===== config.mk =====
export PLATFORM = sky130hd
export DESIGN_NAME = id_exe_reg
export DESIGN_NICKNAME = d
export VERILOG_FILES = /design/src/rtl/id_exe_reg.sv
export SDC_FILE = /design/constraint.sdc
export NUM_CORES = 1
export LEC_CHECK = 0
export CAP_MARGIN = 15
export CORE_ASPECT_RATIO = 2
export CORE_MARGIN = 5
export CORE_UTILIZATION = 41
export CTS_CLUSTER_DIAMETER = 50
export DETAILED_ROUTE_END_ITERATION = 16
export PLACE_DENSITY = 0.95
export SYNTH_ARGS = -nofsm -noshare
export SYNTH_HDL_FRONTEND = slang
export SYNTH_SLANG_ARGS = --single-unit

===== constraint.sdc =====
create_clock -name clk -period 12.6 [get_ports clk]
set_input_delay 3.78 -clock clk [delete_from_list [all_inputs] [get_ports clk]]
set_output_delay 3.78 -clock clk [all_outputs]
set_load 0.01 [all_outputs]

===== src/rtl/id_exe_reg.sv =====
// ID/EXE pipeline register: captures decoded control and forwarded operands at the end of ID.
// flush > hold > bubble > load on each rising edge; rst clears everything asynchronously.
module id_exe_reg #(
  parameter int unsigned DW = 32,
  parameter int unsigned RW = 5,
  parameter int unsigned AW = 4
) (
  input  logic          clk,
  input  logic          rst,
  input  logic          hold,
  input  logic          bubble,
  input  logic          flush,
  input  logic          dwreg,
  input  logic          dm2reg,
  input  logic          dwmem,
  input  logic          daluimm,
  input  logic [AW-1:0] daluc,
  input  logic [RW-1:0] drn,
  input  logic [DW-1:0] dqa,
  input  logic [DW-1:0] dqb,
  input  logic [DW-1:0] dsign_ex_out,
  input  logic [1:0]    fwda,
  input  logic [1:0]    fwdb,
  input  logic [DW-1:0] ealu,
  input  logic [DW-1:0] malu,
  input  logic [DW-1:0] mmo,
  output logic          ewreg,
  output logic          em2reg,
  output logic          ewmem,
  output logic          ealuimm,
  output logic [AW-1:0] ealuc,
  output logic [RW-1:0] ern,
  output logic [DW-1:0] eqa,
  output logic [DW-1:0] eqb,
  output logic [DW-1:0] esign_ex_out,
  output logic          evalid
);

  logic          ewreg_q, ewreg_d;
  logic          em2reg_q, em2reg_d;
  logic          ewmem_q, ewmem_d;
  logic          ealuimm_q, ealuimm_d;
  logic [AW-1:0] ealuc_q, ealuc_d;
  logic [RW-1:0] ern_q, ern_d;
  logic [DW-1:0] eqa_q, eqa_d;
  logic [DW-1:0] eqb_q, eqb_d;
  logic [DW-1:0] esign_ex_out_q, esign_ex_out_d;
  logic          evalid_q, evalid_d;

  logic [DW-1:0] fwd_a, fwd_b;

  // Operand forwarding muxes; eqb never takes the immediate, EXE selects that via ealuimm.
  always_comb begin
    fwd_a = dqa;
    case (fwda)
      2'b00:   fwd_a = dqa;
      2'b01:   fwd_a = ealu;
      2'b10:   fwd_a = malu;
      default: fwd_a = mmo;
    endcase
  end

  always_comb begin
    fwd_b = dqb;
    case (fwdb)
      2'b00:   fwd_b = dqb;
      2'b01:   fwd_b = ealu;
      2'b10:   fwd_b = malu;
      default: fwd_b = mmo;
    endcase
  end

  always_comb begin
    ewreg_d        = ewreg_q;
    em2reg_d       = em2reg_q;
    ewmem_d        = ewmem_q;
    ealuimm_d      = ealuimm_q;
    ealuc_d        = ealuc_q;
    ern_d          = ern_q;
    eqa_d          = eqa_q;
    eqb_d          = eqb_q;
    esign_ex_out_d = esign_ex_out_q;
    evalid_d       = evalid_q;
    if (flush || (!hold && bubble)) begin
      ewreg_d        = 1'b0;
      em2reg_d       = 1'b0;
      ewmem_d        = 1'b0;
      ealuimm_d      = 1'b0;
      ealuc_d        = '0;
      ern_d          = '0;
      eqa_d          = '0;
      eqb_d          = '0;
      esign_ex_out_d = '0;
      evalid_d       = 1'b0;
    end else if (!hold) begin
      // Writes to $0 are squashed here so downstream never sees them as real writes.
      ewreg_d        = dwreg && (drn != '0);
      em2reg_d       = dm2reg;
      ewmem_d        = dwmem;
      ealuimm_d      = daluimm;
      ealuc_d        = daluc;
      ern_d          = drn;
      eqa_d          = fwd_a;
      eqb_d          = fwd_b;
      esign_ex_out_d = dsign_ex_out;
      evalid_d       = 1'b1;
    end
  end

  always_ff @(posedge clk or posedge rst) begin
    if (rst) begin
      ewreg_q        <= 1'b0;
      em2reg_q       <= 1'b0;
      ewmem_q        <= 1'b0;
      ealuimm_q      <= 1'b0;
      ealuc_q        <= '0;
      ern_q          <= '0;
      eqa_q          <= '0;
      eqb_q          <= '0;
      esign_ex_out_q <= '0;
      evalid_q       <= 1'b0;
    end else begin
      ewreg_q        <= ewreg_d;
      em2reg_q       <= em2reg_d;
      ewmem_q        <= ewmem_d;
      ealuimm_q      <= ealuimm_d;
      ealuc_q        <= ealuc_d;
      ern_q          <= ern_d;
      eqa_q          <= eqa_d;
      eqb_q          <= eqb_d;
      esign_ex_out_q <= esign_ex_out_d;
      evalid_q       <= evalid_d;
    end
  end

  assign ewreg        = ewreg_q;
  assign em2reg       = em2reg_q;
  assign ewmem        = ewmem_q;
  assign ealuimm      = ealuimm_q;
  assign ealuc        = ealuc_q;
  assign ern          = ern_q;
  assign eqa          = eqa_q;
  assign eqb          = eqb_q;
  assign esign_ex_out = esign_ex_out_q;
  assign evalid       = evalid_q;

endmodule


=== After elaboration in Yosys (flattened, before gate mapping) ===
Index checks and enable logic that the tools add are counted.

* Bits in registers: 110
* Bits of input ports: 214

* Equal/unequal tests: 5
* Mux-type cells: 22
* Reductions and logical operators: 7

{| class="wikitable"
|+ Operators by type and width
! operator !! number
|-
| $mux W32 || 6
|-
| $pmux W32 S3 || 2
|-
| $mux W1 || 10
|-
| $mux W5 || 2
|-
| $mux W4 || 2
|-
| $reduce_bool A5 Y1 || 1
|-
| $eq A2 B1 Y1 const B || 2
|-
| $eq A2 B2 Y1 const B || 2
|-
| $logic_not A2 Y1 || 2
|-
| $logic_and A1 B1 Y1 || 2
|-
| $ne A2 B1 Y1 const B || 1
|-
| $logic_not A1 Y1 || 1
|-
| $logic_or A1 B1 Y1 || 1
|}

=== Logic depth before layout (Yosys ltp) ===
Gate-level depths: netlist of run 1.

* Depth in word-level cells: 4
* Mapped depth: 6
* Gate-level depth less buffers: 3

=== Least setup slack after synthesis of run 1 ===
No wires, ideal clock.

* Path kind: input to register
* Start point: in fwda[0]
* End point: reg eqa_q[0] (netlist: eqa[0])
* Arrival time: 4.717 ns
* Data required time: 12.479 ns
* Slack: 7.762 ns
* Cell stages on the path: 4
* Buffers on the path: 2
* Cell sequence: buf_6 buf_12 mux4_2 a22o_1

* Cells in the longest elaborated chain, start to end: 4
* Elaborated cells on any way between the ends: 6
* Those cells by class: 2 x eq/ne; 3 x mux; 1 x reduce/logical

{| class="wikitable"
|+ RTL lines
! item !! line !! source
|-
| start, declared || 22 || <nowiki>input logic [1:0] fwda,</nowiki>
|-
| $eq A2 B2 Y1, or another cell as far along || 55 || <nowiki>case (fwda)</nowiki>
|-
| $pmux W32 S3 * || 55 ||
|-
| $mux W32 * || 95 || <nowiki>end else if (!hold) begin</nowiki>
|-
| $mux W32 * || 84 || <nowiki>if (flush || (!hold && bubble)) begin</nowiki>
|-
| end signal, assigned || 129 || <nowiki>eqa_q <= eqa_d;</nowiki>
|-
| end, declared || 45 || <nowiki>logic [DW-1:0] eqa_q, eqa_d;</nowiki>
|}

Mark *: on every way between the ends. The rest lies on a longest branch, timed or not. The select of a mux whose other input is x is not followed.
A chain may end at the register's enable or synchronous reset.

=== Worst setup path in the final report of run 1 ===
* Start point: in hold
* End point: reg eqb_q[23] (netlist: eqb[23])

* Cells in the longest elaborated chain, start to end: 4
* Elaborated cells on any way between the ends: 5
* Those cells by class: 1 x eq/ne; 1 x mux; 3 x reduce/logical

{| class="wikitable"
|+ RTL lines
! item !! line !! source
|-
| start, declared || 10 || <nowiki>input logic hold,</nowiki>
|-
| $logic_not A1 Y1 || - ||
|-
| $logic_and A1 B1 Y1 || 84 ||
|-
| $logic_or A1 B1 Y1 || 84 ||
|-
| $ne A2 B1 Y1 (no source line) / $mux W32 (equally long branches) || - ||
|-
| end signal, assigned || 130 || <nowiki>eqb_q <= eqb_d;</nowiki>
|-
| end, declared || 46 || <nowiki>logic [DW-1:0] eqb_q, eqb_d;</nowiki>
|}

Parallel ways exist; a longest one is shown, timed or not.

==> results of run 1 <==
-- critical path: stages --
cell	delay, ns
clkdlybuf4s50_1	0.47
nor3_2	0.17
buf_4	0.45
buf_4	0.63
o221ai_1	0.28
o21ai_0	0.26
-- cell usage in the layout (no fill, tap or decap) --
master	netlist	routed
a211oi_1	31	31
a21oi_1	1	1
a22o_1	77	77
a32o_1	1	1
and2b_1	2	2
buf_12	3	1
buf_16	0	1
buf_2	12	3
buf_4	2	7
bufinv_16	0	2
clkbuf_1	22	1
clkbuf_16	0	9
clkbuf_8	0	2
clkdlybuf4s50_1	0	320
clkinv_4	0	1
dfrtp_1	110	110
diode_2	0	1
inv_4	0	1
inv_6	0	1
mux4_1	2	2
mux4_2	31	31
nand2_1	33	33
nand2b_1	1	1
nor2_1	3	3
nor2b_1	30	29
nor2b_4	0	1
nor3_1	2	1
nor3_2	0	1
o21ai_0	31	31
o221ai_1	31	31
-- how the worst max path moves through the flow --
stage | start | endpoint | slack, ns | cells after the start
6_report | hold | eqb[23] | 6.72 | 6
5_1_grt | hold | eqb[23] | 6.59 | 6
4_1_cts | fwdb[1] | eqb[23] | 6.66 | 5
3_5_place_dp | fwdb[1] | eqb[23] | 6.30 | 5
3_3_place_gp | fwdb[1] | eqb[24] | 6.50 | 5
2_1_floorplan | rst | ealuc[0] | 5.92 | 1
-- cell type report --
class	instances	area [um2]
antenna	1	2.50
clock buffer	12	256
clock inverter	4	77.6
fill	928	4000
inverter	1	6.26
multi-input combinational	276	2470
sequential	110	2750
tap	152	190
timing repair buffer	332	3320
-- stage by stage --
step,hold slack [ns],std cells,instance area [um2]
2_1_floorplan,0.514,435,5470
4_1_cts,0.485,885,9020
3_3_place_gp,0.464,869,8690
6_report,0.492,888,9070
5_1_grt,0.500,888,9070
3_5_place_dp,0.470,869,8690
-- logic make-up after synthesis --
family,count (synthesis)
AO/OA/AOI/OAI,172
flip-flops,110
AND/OR/NAND/NOR,71
buffers and inverters,49
multiplexers,33
-- sequential cells by signal (all words and copies together) (netlist names) --
signal        cells
eqb              32
eqa              32
ewmem             1
evalid            1
em2reg            1
ealuimm           1
ealuc             4
esign_ex_out     32
ewreg             1
ern               5
-- layer usage --
layer | global-route usage | vias to the layer above | share of wire
li1 | - | 2316 | -
met5 | 0 | - | 0.00050
met3 | 0.0530 | 71 | 0.071
met4 | 0.117 | 2 | 0.045
met2 | 0.493 | 334 | 0.55
met1 | 0.295 | 2625 | 0.34
-- power by group --
part           leakage (nW)  total [mW]  internal (mW)  switching, mW
Sequential             1.50       0.378          0.368        0.00966
Clock                 0.163       0.312          0.186          0.126
Combinational          1.99       0.196          0.118         0.0785
Total                  3.65       0.886          0.672          0.214
==> results.json, run 1 <==
{
  "status": "finished clean",
  "drv_slew": 0,
  "grt_max_degree": 110,
  "reg2regPathDepth": 1,
  "layout.nets": 944,
  "rsz0062_at_grt": "no",
  "hold_start": "eqb[5]",
  "tns_ns": 0,
  "drc": 0,
  "via_count": 5348,
  "reg2reg_slack_ns": 11.84,
  "drive_above_1_share": 0.0830,
  "cts_resized": 0,
  "initial_core_util": 0.419,
  "die_x_um": 91.7,
  "clk_path_buf_depth": 2,
  "cp-end-kind": "flip-flop",
  "synth_warnings": 0,
  "die_area_mm2": 0.0159,
  "holdPathEnd": "eqb[5]",
  "post-route-min-period_ns": 5.88,
  "synth_fp_nets": 649,
  "drtIter0Drc": 256,
  "cts.clk_slew.worst_paths_ns": 0.08,
  "io_buffers": 323,
  "ctsHoldBuffers": 0,
  "worst_pin_slew_ns": 1.15,
  "max_freq_mhz": 170,
  "grt_antenna_before_repair": 2,
  "dp_hpwl_mm": 16.6,
  "via_per_inst": 6.02,
  "dr.pass1.iters": 5,
  "holdPathStages": 2,
  "synth_edf_count": 0,
  "gp_congestion": 0.867,
  "postCtsSetupRepairBufs": 0,
  "ys_types": 22,
  "hold_viol_final": 0,
  "crit_required_ns": 12.84,
  "avgRoutedWirePerCell_um": 24.7,
  "cts.htree.levels": 3,
  "start_kind": "input pin",
  "min_period_over_period": 0.467,
  "synthTopCellsByCount": "dfrtp_1 (110), a22o_1 (77), nand2_1 (33)",
  "synth_compound_area_frac": 0.247,
  "syn_avg_cell_area_um2": 12.6,
  "pre_cts_ws_ns": 6.30,
  "synth_top_family_by_area": "compound AO/OA/AOI/OAI gates",
  "grt_pass1_wl_mm": 33.3,
  "synth_flop_cell": "dfrtp_1",
  "fin_util": 0.694,
  "ys_seq_elements": 110,
  "grt_util_all_layers": 0.269,
  "p_leak_nw": 3.65,
  "cts_tree": "yes",
  "io_pins": 324,
  "synth_top_cells_by_area": "dfrtp_1 (50%), mux4_2 (13%), a22o_1 (12%)",
  "muxShareOfSynthArea": 0.137,
  "die_y_um": 173,
  "synth-xor-area-share": 0,
  "synth-simple-area-share": 0.0647,
  "yosysMostFrequentCell": "dfrtp_1",
  "clk_root_buffer_cell": "clkbuf_16",
  "peakVddDrop_uv": 74.3,
  "maxCapViolCount": 0,
  "ant_nets": 0,
  "power_density_mw_per_mm2": 97.7,
  "async_flop_share": 1.00,
  "cp_max_fo": 62,
  "grt_overflow": 0,
  "clk_latency_ns": 0.34,
  "synth_fa_ha_area_frac": 0,
  "cts_buffers": 9,
  "clock_skew_ns": 0,
  "core_mm2": 0.0131,
  "wl_mm": 21.9,
  "regToRegEndpoint": "esign_ex_out[31]",
  "maxSlewHeadroom": 0.232,
  "arrival_ns": 6.12,
  "syn_area_mm2": 0.00547,
  "finalSetupViolations": 0,
  "cts.sinks": 110,
  "syn_inst": 435,
  "yosysTopAreaCellShare": 0.503,
  "setup_ws_ns": 6.72,
  "num_rows": 59,
  "r2r-start": "esign_ex_out[31]",
  "p_total_uw": 886,
  "area_growth_pct": 65.8,
  "crit_type": "in -> reg",
  "hold_class": "reg -> reg",
  "grt_pass1_vias": 5828,
  "seq_area_frac_synth": 0.503,
  "yosysTopAreaCell": "dfrtp_1"
}
Note: power is estimated with default switching activity, not from simulation.
==> inputs of run 2 (changes only) <==
--- a/config.mk
+++ b/config.mk
@@ -8,10 +8,10 @@
 export CAP_MARGIN = 15
 export CORE_ASPECT_RATIO = 2
 export CORE_MARGIN = 5
-export CORE_UTILIZATION = 41
+export CORE_UTILIZATION = 38
 export CTS_CLUSTER_DIAMETER = 50
 export DETAILED_ROUTE_END_ITERATION = 16
-export PLACE_DENSITY = 0.95
+export PLACE_DENSITY = 0.89
 export SYNTH_ARGS = -nofsm -noshare
 export SYNTH_HDL_FRONTEND = slang
 export SYNTH_SLANG_ARGS = --single-unit
==> constraint.sdc (replaced) <==
create_clock -name clk -period 6.1 [get_ports clk]
set_input_delay 1.83 -clock clk [delete_from_list [all_inputs] [get_ports clk]]
set_output_delay 1.83 -clock clk [all_outputs]
set_load 0.01 [all_outputs]
==> run 2 against run 1 <==
  * Critical path type unchanged
  * Worst hold slack gained 0.0026 ns
  * Critical path depth fell by 1
  * Register-to-register slack worse by 6.5 ns
  * Clock power up 83%
  * Critical endpoint is now eqb[16]
  * Count of clock-buffer cells in the layout decreased by 3
  * Highest routed layer unchanged
  * Flip-flop and latch count is the same
  * Total power up 98%
==> results.json, run 2 (synthesis results as in run 1) <==
{
  "post-route-min-period_ns": 3.80,
  "min_period_over_period": 0.623,
  "ant_nets": 0,
  "clk_latency_ns": 0.34,
  "rsz0062_at_grt": "no",
  "core_mm2": 0.0143,
  "finalSetupViolations": 0,
  "drv_slew": 0,
  "cts.sinks": 110,
  "max_stage_delay_ns": 0.85,
  "crit_path_start": "fwdb[1]",
  "slowest_stage": "clkdlybuf4s50_1",
  "pre_cts_ws_ns": 1.91,
  "peakVddDrop_uv": 138,
  "wl_mm": 21.4,
  "hold_start": "eqb[13]",
  "layout.nets": 944,
  "fillers": 1129,
  "grt_pass1_wl_mm": 32.7,
  "via_count": 5350,
  "p_leak_nw": 3.62,
  "holdPathEnd": "eqb[13]",
  "start_kind": "input pin",
  "dr.pass1.iters": 4,
  "cp-end-kind": "flip-flop",
  "grt_pass1_vias": 5818,
  "cts_resized": 0,
  "reg2reg_slack_ns": 5.35,
  "die_y_um": 180,
  "crit_cells": 5,
  "crit_type": "in -> reg",
  "worst_pin_slew_ns": 0.966,
  "num_rows": 62,
  "power_density_mw_per_mm2": 193,
  "regToRegEndpoint": "eqa[1]",
  "grt_antenna_before_repair": 2,
  "hold_viol_final": 0,
  "io_buffers": 323,
  "critPathTopFamily": "buffers and inverters",
  "status": "finished clean",
  "grt_max_degree": 110,
  "clk_path_buf_depth": 2,
  "grt_util_all_layers": 0.251,
  "tns_ns": 0,
  "grt_overflow": 0,
  "maxSlewHeadroom": 0.356,
  "arrival_ns": 4.01,
  "drc": 0,
  "final_common_cell": "clkdlybuf4s50_1",
  "holdWs_ns": 0.495,
  "clk_root_buffer_cell": "clkbuf_16",
  "max_freq_mhz": 263,
  "drtIter0Drc": 258,
  "setup_ws_ns": 2.30,
  "reg2regPathDepth": 1,
  "hold_class": "reg -> reg",
  "final_cell_mix": "clkdlybuf4s50_1 (320), dfrtp_1 (110), a22o_1 (77), nand2_1 (33)",
  "cp_max_fo": 17,
  "cts_tree": "yes",
  "die_x_um": 94.8,
  "area_growth_pct": 65.8,
  "postCtsSetupRepairBufs": 0,
  "drive_above_1_share": 0.0844,
  "io_pins": 324,
  "multi_input_area_mm2": 0.00247,
  "maxCapViolCount": 0,
  "cts.clk_slew.worst_paths_ns": 0.08,
  "gp_congestion": 0.975,
  "holdPathStages": 2,
  "crit_path_cell_trace": "clkdlybuf4s50_1 -> nand2b_1 -> buf_4 -> o221ai_1 -> o21ai_0",
  "cts.htree.levels": 3,
  "cts_buffers": 9,
  "via_per_inst": 5.77,
  "seqCellArea_mm2": 0.00275,
  "die_area_mm2": 0.0170,
  "ctsHoldBuffers": 0,
  "initial_core_util": 0.383,
  "clock_skew_ns": 0,
  "crit_required_ns": 6.31,
  "dp_hpwl_mm": 16.5,
  "r2r-start": "eqa[1]",
  "critPathBufInv": 2,
  "avgRoutedWirePerCell_um": 23.1
}
-- run 2: cell count changes in the layout (fill, tap and decap cells not counted), sizes merged --
cell	before	now
clkbuf	12	9
inv	2	5
bufinv	2	0
clkinvlp	0	2
-- run 2: layout make-up --
type / instances / area share
Timing Repair Buffer: 332 / 0.365
Sequential cell: 110 / 0.304
Multi-Input combinational cell: 276 / 0.272
Tap cell: 192 / 0.0265
Clock buffer: 9 / 0.0248
Clock inverter: 7 / 0.00690
Inverter: 1 / 0.000690
Antenna cell: 1 / 0.000276
-- run 2: worst min-delay path, cell delays in order (launching register included) --
cell	delay, ns
dfrtp_1	0.35
nand2_1	0.05
o21ai_0	0.06
-- run 2: report_power, final --
part	internal, mW	switching (mW)	total [mW]
registers	0.760	0.0191	0.779
clock network	0.287	0.283	0.570
logic	0.243	0.160	0.403
-- run 2: worst max path at each step --
stage	to	slack [ns]
finish	eqb[16]	2.30
global route	eqb[16]	2.20
CTS	eqb[16]	2.29
detailed placement	eqb[28]	1.91
global placement	eqb[25]	2.08
floorplan	ealuc[0]	1.37
-- run 2: stage by stage --
| stage | power, mW | cells | util | area, um2 |
|---|---|---|---|---|
| after floorplan | 0.943 | 435 | - | 5470 |
| final | 1.75 | 928 | 0.635 | 9070 |
| after CTS | 1.76 | 926 | 0.634 | 9040 |
| after global placement | 1.18 | 910 | 0.613 | 8760 |
| after global routing | 1.82 | 928 | 0.635 | 9070 |
| after detailed placement | 1.19 | 910 | 0.613 | 8760 |
-- run 2: layer usage --
metal | track usage | routed length (um) | up-vias
met5 | 0 | 20 | -
met4 | 0.126 | 1110 | 2
met3 | 0.0607 | 1600 | 63
met2 | 0.438 | 11500 | 320
met1 | 0.277 | 7180 | 2655
li1 | - | - | 2310
